### config.mk
export PLATFORM = sky130hd
export DESIGN_NAME = mul_outer_seq_flat
export DESIGN_NICKNAME = d
export VERILOG_FILES = /design/src/rtl/mul_outer_seq_if.sv /design/src/rtl/mul_outer_seq.sv /design/src/flat_wrapper.sv
export SDC_FILE = /design/constraint.sdc
export NUM_CORES = 1
export LEC_CHECK = 0
export CORE_AREA = 2 2 113 115
export DETAILED_ROUTE_END_ITERATION = 12
export DIE_AREA = 0 0 115 117
export PLACE_DENSITY_LB_ADDON = 0.25
export SYNTH_ARGS = -nofsm -noshare
export SYNTH_HDL_FRONTEND = slang
export SYNTH_SLANG_ARGS = --single-unit
### constraint.sdc
create_clock -name clk -period 17.8 [get_ports clk]
set_input_delay 5.34 -clock clk [delete_from_list [all_inputs] [get_ports clk]]
set_output_delay 5.34 -clock clk [all_outputs]
set_load 0.03 [all_outputs]
### src/rtl/mul_outer_seq_if.sv
// -----------------------------------------------------------------------------
// mul_outer_seq_if
//   Request/response handshake bundle for the bit-serial signed multiplier.
//
//   Request side  : i_valid, i_data0 (multiplier), i_data1 (multiplicand),
//                   o_ready (block can take a new operand pair).
//   Response side : o_valid, o_data (2*WIDTH signed product),
//                   i_ready (downstream takes the product).
//
//   Modports
//     master : the client that issues operands and consumes products.
//     slave  : the multiplier itself.
// -----------------------------------------------------------------------------
interface mul_outer_seq_if #(
   parameter int WIDTH = 16
);
   logic                 i_valid;
   logic                 o_ready;
   logic [WIDTH-1:0]     i_data0;
   logic [WIDTH-1:0]     i_data1;
   logic                 o_valid;
   logic                 i_ready;
   logic [2*WIDTH-1:0]   o_data;

   modport master (
      output i_valid,
      output i_data0,
      output i_data1,
      output i_ready,
      input  o_ready,
      input  o_valid,
      input  o_data
   );

   modport slave (
      input  i_valid,
      input  i_data0,
      input  i_data1,
      input  i_ready,
      output o_ready,
      output o_valid,
      output o_data
   );
endinterface

### src/rtl/mul_outer_seq.sv
// -----------------------------------------------------------------------------
// mul_outer_seq
//   Sequencer for a bit-serial signed (two's complement) multiplier. It
//   latches an operand pair, walks the multiplier bit index 0..WIDTH-1 out
//   to an external partial-product unit, and accumulates the partial
//   products that come back one cycle later into a 2*WIDTH accumulator.
//   The top bit of the multiplier carries negative weight, so its partial
//   product is subtracted instead of added.
//
//   Ports
//     clk, rst   : clock, synchronous active-high reset
//     bus        : request/response handshake (slave modport)
//     o_op0      : latched multiplier for the partial-product unit
//     o_op1      : latched multiplicand for the partial-product unit
//     o_pp_idx   : multiplier bit index issued this cycle
//     o_pp_en    : partial-product unit captures o_pp_idx this cycle
//     o_pp_clr   : partial-product unit clears its captured index
//     i_pp       : sign-extended partial product for the captured index,
//                  valid the cycle after capture
//     o_busy     : sequencer is not idle
//
//   Timing (WIDTH=16): accept at edge E0, indices issued in the 16 RUN
//   cycles, one DRAIN cycle for the last returning partial product, o_valid
//   high after edge E0+17. With i_ready held high a new request can be
//   accepted every WIDTH+3 cycles.
// -----------------------------------------------------------------------------
module mul_outer_seq #(
   parameter int WIDTH = 16,
   parameter int DEPTH = 4
) (
   input  logic                 clk,
   input  logic                 rst,
   mul_outer_seq_if.slave       bus,
   output logic [WIDTH-1:0]     o_op0,
   output logic [WIDTH-1:0]     o_op1,
   output logic [DEPTH-1:0]     o_pp_idx,
   output logic                 o_pp_en,
   output logic                 o_pp_clr,
   input  logic [2*WIDTH-1:0]   i_pp,
   output logic                 o_busy
);

   localparam logic [DEPTH-1:0] LAST_IDX = DEPTH'(WIDTH - 1);

   typedef enum logic [1:0] {
      IDLE  = 2'd0,
      RUN   = 2'd1,
      DRAIN = 2'd2,
      DONE  = 2'd3
   } state_t;

   state_t               state_reg, state_next;
   logic [DEPTH-1:0]     cnt_reg,   cnt_next;
   logic [2*WIDTH-1:0]   acc_reg,   acc_next;
   logic [WIDTH-1:0]     op0_reg,   op0_next;
   logic [WIDTH-1:0]     op1_reg,   op1_next;

   // Accumulate flag and index tag: the issued enable/index delayed by one
   // cycle so they line up with the partial product returned by the unit.
   logic                 flag_reg;
   logic [DEPTH-1:0]     tag_reg;

   logic                 ready_c;
   logic                 valid_c;
   logic                 pp_en_c;
   logic                 pp_clr_c;
   logic [2*WIDTH-1:0]   term_c;

   // -------------------------------------------------------------------------
   // Weighted partial product: i_pp shifted by every possible bit position,
   // selected by the tag of the index that produced it. Bits shifted past
   // the top of the accumulator are dropped (arithmetic modulo 2^(2*WIDTH)).
   // -------------------------------------------------------------------------
   logic [2*WIDTH-1:0] shift_tbl [WIDTH];

   genvar gi;
   generate
      for (gi = 0; gi < WIDTH; gi++) begin : g_shift
         assign shift_tbl[gi] = i_pp << gi;
      end
   endgenerate

   assign term_c = shift_tbl[tag_reg];

   // -------------------------------------------------------------------------
   // State register
   // -------------------------------------------------------------------------
   always_ff @(posedge clk) begin
      if (rst) begin
         state_reg <= IDLE;
         cnt_reg   <= '0;
         acc_reg   <= '0;
         op0_reg   <= '0;
         op1_reg   <= '0;
         flag_reg  <= 1'b0;
         tag_reg   <= '0;
      end else begin
         state_reg <= state_next;
         cnt_reg   <= cnt_next;
         acc_reg   <= acc_next;
         op0_reg   <= op0_next;
         op1_reg   <= op1_next;
         flag_reg  <= pp_en_c;
         tag_reg   <= cnt_reg;
      end
   end

   // -------------------------------------------------------------------------
   // Next-state and output logic
   // -------------------------------------------------------------------------
   always_comb begin
      state_next = state_reg;
      cnt_next   = cnt_reg;
      acc_next   = acc_reg;
      op0_next   = op0_reg;
      op1_next   = op1_reg;
      ready_c    = 1'b0;
      valid_c    = 1'b0;
      pp_en_c    = 1'b0;
      pp_clr_c   = 1'b0;

      // A returning partial product is folded in regardless of state; this
      // covers the RUN cycles and the single DRAIN cycle. The sign bit of
      // the multiplier has weight -2^(WIDTH-1), hence the subtraction.
      if (flag_reg) begin
         if (tag_reg == LAST_IDX) begin
            acc_next = acc_reg - term_c;
         end else begin
            acc_next = acc_reg + term_c;
         end
      end

      case (state_reg)
         IDLE: begin
            ready_c  = 1'b1;
            pp_clr_c = 1'b1;
            if (bus.i_valid) begin
               op0_next   = bus.i_data0;
               op1_next   = bus.i_data1;
               acc_next   = '0;
               cnt_next   = '0;
               state_next = RUN;
            end
         end

         RUN: begin
            pp_en_c  = 1'b1;
            cnt_next = cnt_reg + DEPTH'(1);
            if (cnt_reg == LAST_IDX) begin
               state_next = DRAIN;
            end
         end

         DRAIN: begin
            // Only here to let the last partial product arrive and be added.
            state_next = DONE;
         end

         DONE: begin
            valid_c = 1'b1;
            if (bus.i_ready) begin
               state_next = IDLE;
            end
         end

         default: begin
            state_next = IDLE;
         end
      endcase
   end

   // -------------------------------------------------------------------------
   // Outputs
   // -------------------------------------------------------------------------
   assign bus.o_ready = ready_c;
   assign bus.o_valid = valid_c;
   assign bus.o_data  = acc_reg;

   assign o_op0    = op0_reg;
   assign o_op1    = op1_reg;
   assign o_pp_idx = cnt_reg;
   assign o_pp_en  = pp_en_c;
   assign o_pp_clr = pp_clr_c;
   assign o_busy   = (state_reg != IDLE);

endmodule

### src/flat_wrapper.sv
// flat-port wrapper written by rule: the top's interface ports become plain ports
module mul_outer_seq_flat 
#(
   parameter int WIDTH = 16,
   parameter int DEPTH = 4
)
  (clk, rst, o_op0, o_op1, o_pp_idx, o_pp_en, o_pp_clr, i_pp, o_busy, bus_i_valid, bus_i_data0, bus_i_data1, bus_i_ready, bus_o_ready, bus_o_valid, bus_o_data);
  mul_outer_seq_if #(.WIDTH(WIDTH)) bus_i ();
  input  logic clk;
  input  logic rst;
  output logic [WIDTH-1:0] o_op0;
  output logic [WIDTH-1:0] o_op1;
  output logic [DEPTH-1:0] o_pp_idx;
  output logic o_pp_en;
  output logic o_pp_clr;
  input  logic [2*WIDTH-1:0] i_pp;
  output logic o_busy;
  input wire logic [$bits(bus_i.i_valid)-1:0] bus_i_valid;
  input wire logic [$bits(bus_i.i_data0)-1:0] bus_i_data0;
  input wire logic [$bits(bus_i.i_data1)-1:0] bus_i_data1;
  input wire logic [$bits(bus_i.i_ready)-1:0] bus_i_ready;
  output wire logic [$bits(bus_i.o_ready)-1:0] bus_o_ready;
  output wire logic [$bits(bus_i.o_valid)-1:0] bus_o_valid;
  output wire logic [$bits(bus_i.o_data)-1:0] bus_o_data;
  assign bus_i.i_valid = bus_i_valid;
  assign bus_i.i_data0 = bus_i_data0;
  assign bus_i.i_data1 = bus_i_data1;
  assign bus_i.i_ready = bus_i_ready;
  assign bus_o_ready = bus_i.o_ready;
  assign bus_o_valid = bus_i.o_valid;
  assign bus_o_data = bus_i.o_data;
  mul_outer_seq #(.WIDTH(WIDTH), .DEPTH(DEPTH)) u_core (.clk(clk), .rst(rst), .bus(bus_i), .o_op0(o_op0), .o_op1(o_op1), .o_pp_idx(o_pp_idx), .o_pp_en(o_pp_en), .o_pp_clr(o_pp_clr), .i_pp(i_pp), .o_busy(o_busy));
endmodule
# After elaboration in Yosys (flattened, before gate mapping)
# Cells that the tools add are included.
# classes
add_sub_neg	3
reduce_logical	6
bitwise	1
n_eq_ne	8
mux	16
magnitude_cmp	1
# ops
operator	n
$mux 32	6
$bmux 32 s4	1
$add 32x32->32	1
$sub 32x32->32	1
$eq 4x4->1 const B	2
$pmux 2 s4	1
$pmux 4 s2	1
$mux 2	3
$ge 5x5->1 const B	1
$not 4->5	1
$add 4x1->4 const B	1
$eq 2x2->1 const B	2
$mux 4	1
$ne 2x2->1 const B	2
$reduce_and 2->1	2
$reduce_bool 2->1	2
$mux 1	3
$reduce_and 3->1	1
$eq 2x1->1 const B	1
$logic_not 2->1	1
$ne 2x1->1 const B	1
# word_totals
elab_cells	42
ff_bits	75
out_inout_bits	73
in_bits	68

# Depth between registers and ports, before layout
# depth
word_depth	9
mapped_depth	22
ltp_nobuf	20

# Worst setup path before layout
# Ideal clock, no wire load.
# synth_path
path_type	in2reg
from	input i_pp[2]
to	register u_core.acc_reg[31] (netlist: u_core.bus.o_data[31])
n_path_buf	0
setup_time_ns	0.115
setup_slack_ns	7.702
path_stages	17
t_required_ns	17.685
arrival_time_ns	9.984
cell_sequence	mux4_1 mux2i_1 a21oi_1 or4_4 nor4_1 a31oi_1 xor2_1 ha_1 a211oi_1 nand2_1 or3_1 o21ai_0 o21ai_0 a221o_1 or4_1 and3_1 o21a_1
# synth_via
elab_chain_len	8
word_cells_on_any_way	9
classes_between	add/sub: 2; mux: 7
# synth_rtl
item	line_no	source
start, declared	flat_wrapper.sv:16	input logic [2*WIDTH-1:0] i_pp;
$bmux 32 s4 *	mul_outer_seq.sv:83	assign term_c = shift_tbl[tag_reg];
$mux 32 (not written as such) * (2 in series)	mul_outer_seq.sv:83	
$add 32x32->32 or $sub 32x32->32 (tied branches)	mul_outer_seq.sv:129, mul_outer_seq.sv:127	
$mux 32 *	mul_outer_seq.sv:126	if (tag_reg == LAST_IDX) begin
$mux 32 *	mul_outer_seq.sv:125	if (flag_reg) begin
$mux 32	mul_outer_seq.sv:137	if (bus.i_valid) begin
$mux 32 *	mul_outer_seq.sv:133	case (state_reg)
end signal, assigned	mul_outer_seq.sv:100	acc_reg <= acc_next;
end, declared	mul_outer_seq.sv:54	logic [2*WIDTH-1:0] acc_reg, acc_next;
# Every way passes the cells marked *; elsewhere a longest branch is shown, timed or not. The select of a mux whose other input is x is not followed.
# A chain may end at the register's enable or synchronous reset.

# Worst setup path in the final report
# layout_path
from	input i_pp[3]
to	register u_core.acc_reg[31] (netlist: u_core.bus.o_data[31])
# Same word-level chain as after synthesis.

==> results.yml <==
logic_synthesis:
  ys_top_cells_by_area: "sky130_fd_sc_hd__dfxtp_1 22%, sky130_fd_sc_hd__ha_1 6.8%, sky130_fd_sc_hd__nand2_1 6.0%"
  synth_sequential_area_ratio: 0.2214
  yosysMostFrequentCell: "sky130_fd_sc_hd__nand2_1"
  yosysTopAreaCellShare: 0.2214
  synth.ff_latch_count: 75
  ys_dominant_reg_cell: "sky130_fd_sc_hd__dfxtp_1"
  synth_edf_count: 0
  async_flop_share: 0
  synthesis.instances: 811
  synthesis.nets: 917
  synthTopCellsByCount: "109 x sky130_fd_sc_hd__nand2_1, 78 x sky130_fd_sc_hd__a21oi_1, 75 x sky130_fd_sc_hd__dfxtp_1"
  netlist.top_cell.by_area: "sky130_fd_sc_hd__dfxtp_1"
  synth_warnings: 0
  netlist_area_sq_um: 6780
  synth.lib_cells_used.distinct: 78
  syn-mean-instance-area_sq_um: 8.360
clock_network:
  cts_buffers: 9
  tritoncts: "built"
  clock-root-buffer: "sky130_fd_sc_hd__clkbuf_16"
  cts_hold_repair.buffers: 0
  numClockSinks: 75
  cts_htree_levels: 3
  post_cts.resized_instances: 0
  cts_max_path_buffers: 2
  clk_latency_ns: 0.35
  cts_post_setup_buffers_inserted: 0
  clkSlewWorstSetupHoldPaths_ns: 0.06
critical_path:
  rrSetupSlack_ns: 10.82
  rr_endpoint: "u_core.bus.o_data[31]$_SDFF_PP0_"
  regToRegStartpoint: "u_core.tag_reg[2]$_SDFF_PP0_"
  worstPathArrival_ns: 11.15
  end_kind: "register"
  start_kind: "input port"
  worst_setup_path_startpoint: "i_pp[3]"
  critPathRequiredTime_ns: 18.04
  critPathCapture: "u_core.bus.o_data[31]$_SDFF_PP0_"
  cp_max_fo: 7
  setup.worst_path.class: "input port to register"
  worstRegToRegCells: 17
global_routing:
  grt_remaining_overflow: 0
  grt_max_degree: 50
  initial_antenna_violation_count: 0
  met3_usage: 0.07415
  grt_util_met1: 0.3632
  global_route.peak_usage_layer: "met2"
  grt_first_pass_wirelength_mm: 28.75
  track_usage: 0.2661
  first_global_vias: 5974
  grtUsageMet2: 0.4098
timing:
  final_max_slew_viol_count: 0
  setup_viol: 0
  fin_crit_sh: 0.6127
  minimum_period_implied_by_the_final_worst_setup_slack_ns: 10.91
  timing.max_slew.rel_slack: 0.3177
  timing_worst_slew_pin_value_ns: 1.020
  grt_setup_unrepaired: "no"
  finalHoldViolCount: 0
  skew_ns: 0.008624
  timing.setup.tns_ns: 0
  fmax_mhz: 91.70
power:
  power_density_nw_per_um2: 102.8
  static-leakage-power_nw: 3.355
  gate_power_share: 0.550
  max-vdd-ir-drop_mv: 0.1066
  internal-power_mw: 0.4920
  power.switching_fraction: 0.4319
  net_sw_power_mw: 0.3741
  pwr-share-clk: 0.198
  power.share.sequential: 0.251
floorplan:
  ioPinCount: 141
  fp.dieW_um: 115
  die_height_um: 117
  floorplan.die_area_sq_um: 13460
  placement_rows: 41
  core_area_sq_um: 12310
  start_util: 0.5507
place:
  post_dp_cell_area_sq_um: 8152
  placement.io_buffers: 140
  hpwlAfterDp_mm: 13.27
  gp_routability_congestion: 0.9670
hold_path:
  worstHoldPathType: "register to register"
detailed_routing:
  routed-via-count: 6475
  detail_route.wl_per_cell_um: 16.27
  antenna_violating_nets_post_route: 0
  detailedRoute.firstPassIterationCount: 5
  route.detailed.vias_per_inst: 5.990
  route.final.wire_length_mm: 17.58
  drc: 0
  number_of_drc_markers_after_the_initial_detailed_route_iteration: 522
layout:
  drive_above_1_share: 0.09452
  area_added_between_synthesis_and_finish_pct: 24.30
  largest_register_ffs: 32
  antennaDiodeCount: 0
  final_net_count: 1032
  final_cell_utilization_of_the_core: 0.6846
  stdcell_area_sq_um: 8428
run_status:
  run_status: "complete, no violations"
run:
  max_cap_viol_count: 0
[cells in the final DEF (no fill, tap or decap), types with 6 or more instances in the layout]
cell type                         synthesis  final
sky130_fd_sc_hd__nor3_1                  19     19
sky130_fd_sc_hd__buf_4                    2      7
sky130_fd_sc_hd__and3_1                  14     14
sky130_fd_sc_hd__mux2i_1                 39     39
sky130_fd_sc_hd__nor2b_1                 14     14
sky130_fd_sc_hd__ha_1                    37     37
sky130_fd_sc_hd__a21oi_1                 78     78
sky130_fd_sc_hd__dfxtp_1                 75     73
sky130_fd_sc_hd__a21o_1                  12     12
sky130_fd_sc_hd__mux2_2                  19     19
sky130_fd_sc_hd__a211oi_1                 8      8
sky130_fd_sc_hd__inv_1                   23     23
sky130_fd_sc_hd__or2_2                    7      7
sky130_fd_sc_hd__nand3_1                 13     13
sky130_fd_sc_hd__a22oi_1                  6      6
sky130_fd_sc_hd__nand2b_1                 6      6
sky130_fd_sc_hd__o31ai_1                  6      6
sky130_fd_sc_hd__or3_1                    6      6
sky130_fd_sc_hd__clkbuf_16                0      9
sky130_fd_sc_hd__o21a_1                  10     10
sky130_fd_sc_hd__clkdlybuf4s50_1          0    140
sky130_fd_sc_hd__o211ai_1                 6      6
sky130_fd_sc_hd__xor2_1                  15     15
sky130_fd_sc_hd__mux4_2                  18     18
sky130_fd_sc_hd__mux4_1                  10     10
sky130_fd_sc_hd__o21ai_0                 27     27
sky130_fd_sc_hd__xnor2_1                 28     28
sky130_fd_sc_hd__a31oi_1                 13     13
sky130_fd_sc_hd__nor2_1                  68     68
sky130_fd_sc_hd__nand2_1                109    109
[worst max-delay path: stages]
cell and delay [ns]:
sky130_fd_sc_hd__clkdlybuf4s50_1 0.52, sky130_fd_sc_hd__mux4_1 0.61, sky130_fd_sc_hd__mux2i_1 0.31, sky130_fd_sc_hd__a21oi_1 0.11, sky130_fd_sc_hd__or4_4 0.48, sky130_fd_sc_hd__nor4_1 0.49
sky130_fd_sc_hd__a31oi_1 0.21, sky130_fd_sc_hd__xor2_1 0.20, sky130_fd_sc_hd__ha_1 0.36, sky130_fd_sc_hd__a211oi_1 0.37, sky130_fd_sc_hd__nand2_1 0.11, sky130_fd_sc_hd__or3_1 0.36
sky130_fd_sc_hd__o21ai_0 0.27, sky130_fd_sc_hd__o21ai_0 0.19, sky130_fd_sc_hd__a221o_1 0.37, sky130_fd_sc_hd__or4_1 0.49, sky130_fd_sc_hd__and3_1 0.18, sky130_fd_sc_hd__o21a_1 0.17
[power groups by stage]
stage               combinational (mW)  sequential [mW]  clock (mW)
floorplan                        0.295            0.265           0
global placement                 0.468            0.220           0
detailed placement               0.472            0.221           0
CTS                              0.476            0.217       0.176
global route                     0.520            0.221       0.182
finish                           0.477            0.218       0.172
[cell families (layout without fill, tap and decap cells)]
| group | after synthesis | in the layout | synth area share |
|---|---|---|---|
| multiplexers | 86 | 86 | 0.1877 |
| flip-flops | 75 | 75 | 0.2214 |
| buffers and inverters | 68 | 188 | 0.05407 |
| AO/OA/AOI/OAI | 212 | 212 | 0.2006 |
| XOR/XNOR | 44 | 44 | 0.05795 |
| AND/OR/NAND/NOR | 288 | 288 | 0.2070 |
| adder cells (fa/ha/maj) | 38 | 38 | 0.07123 |
[worst min path at each step]
stage / from / end / slack (ns) / cells after the start
final: u_core.o_op1[7]$_SDFFE_PP0P_ / u_core.o_op1[7]$_SDFFE_PP0P_ / 0.45 / 2
after global routing: u_core.o_op1[7]$_SDFFE_PP0P_ / u_core.o_op1[7]$_SDFFE_PP0P_ / 0.48 / 2
after CTS: u_core.o_op0[8]$_SDFFE_PP0P_ / u_core.o_op0[8]$_SDFFE_PP0P_ / 0.45 / 2
after detailed placement: u_core.o_op0[11]$_SDFFE_PP0P_ / u_core.o_op0[11]$_SDFFE_PP0P_ / 0.45 / 2
after global placement: u_core.o_op1[1]$_SDFFE_PP0P_ / u_core.o_op1[1]$_SDFFE_PP0P_ / 0.44 / 2
after floorplan: u_core.state_reg[0]$_SDFFE_PP0P_ / u_core.state_reg[0]$_SDFFE_PP0P_ / 0.51 / 2
[per-stage QoR]
step | setup slack, ns | total power [mW] | cells | hold slack (ns)
2_1_floorplan | 7.702 | 0.5593 | 811 | 0.5105
3_3_place_gp | 6.770 | 0.6883 | 1065 | 0.4410
3_5_place_dp | 6.640 | 0.6931 | 1065 | 0.4453
4_1_cts | 6.998 | 0.8689 | 1081 | 0.4541
5_1_grt | 6.570 | 0.9231 | 1081 | 0.4762
6_report | 6.895 | 0.8662 | 1081 | 0.4520
[area by class of cell]
cell class	instances	area, sq um
Clock inverter	6	47.55
Tap cell	150	187.7
Clock buffer	10	229.0
Sequential cell	75	1504
Multi-Input combinational cell	668	4912
Timing Repair Buffer	147	1454
Fill cell	1054	3884
Inverter	25	93.84
[routing by layer]
metal / part of all wire / vias up
met3: 0.081 / 31
li1: - / 3217
met4: 0.019 / 0
met2: 0.44 / 248
met5: 0 / -
met1: 0.46 / 2979
Power figures use the tool's default switching activity.
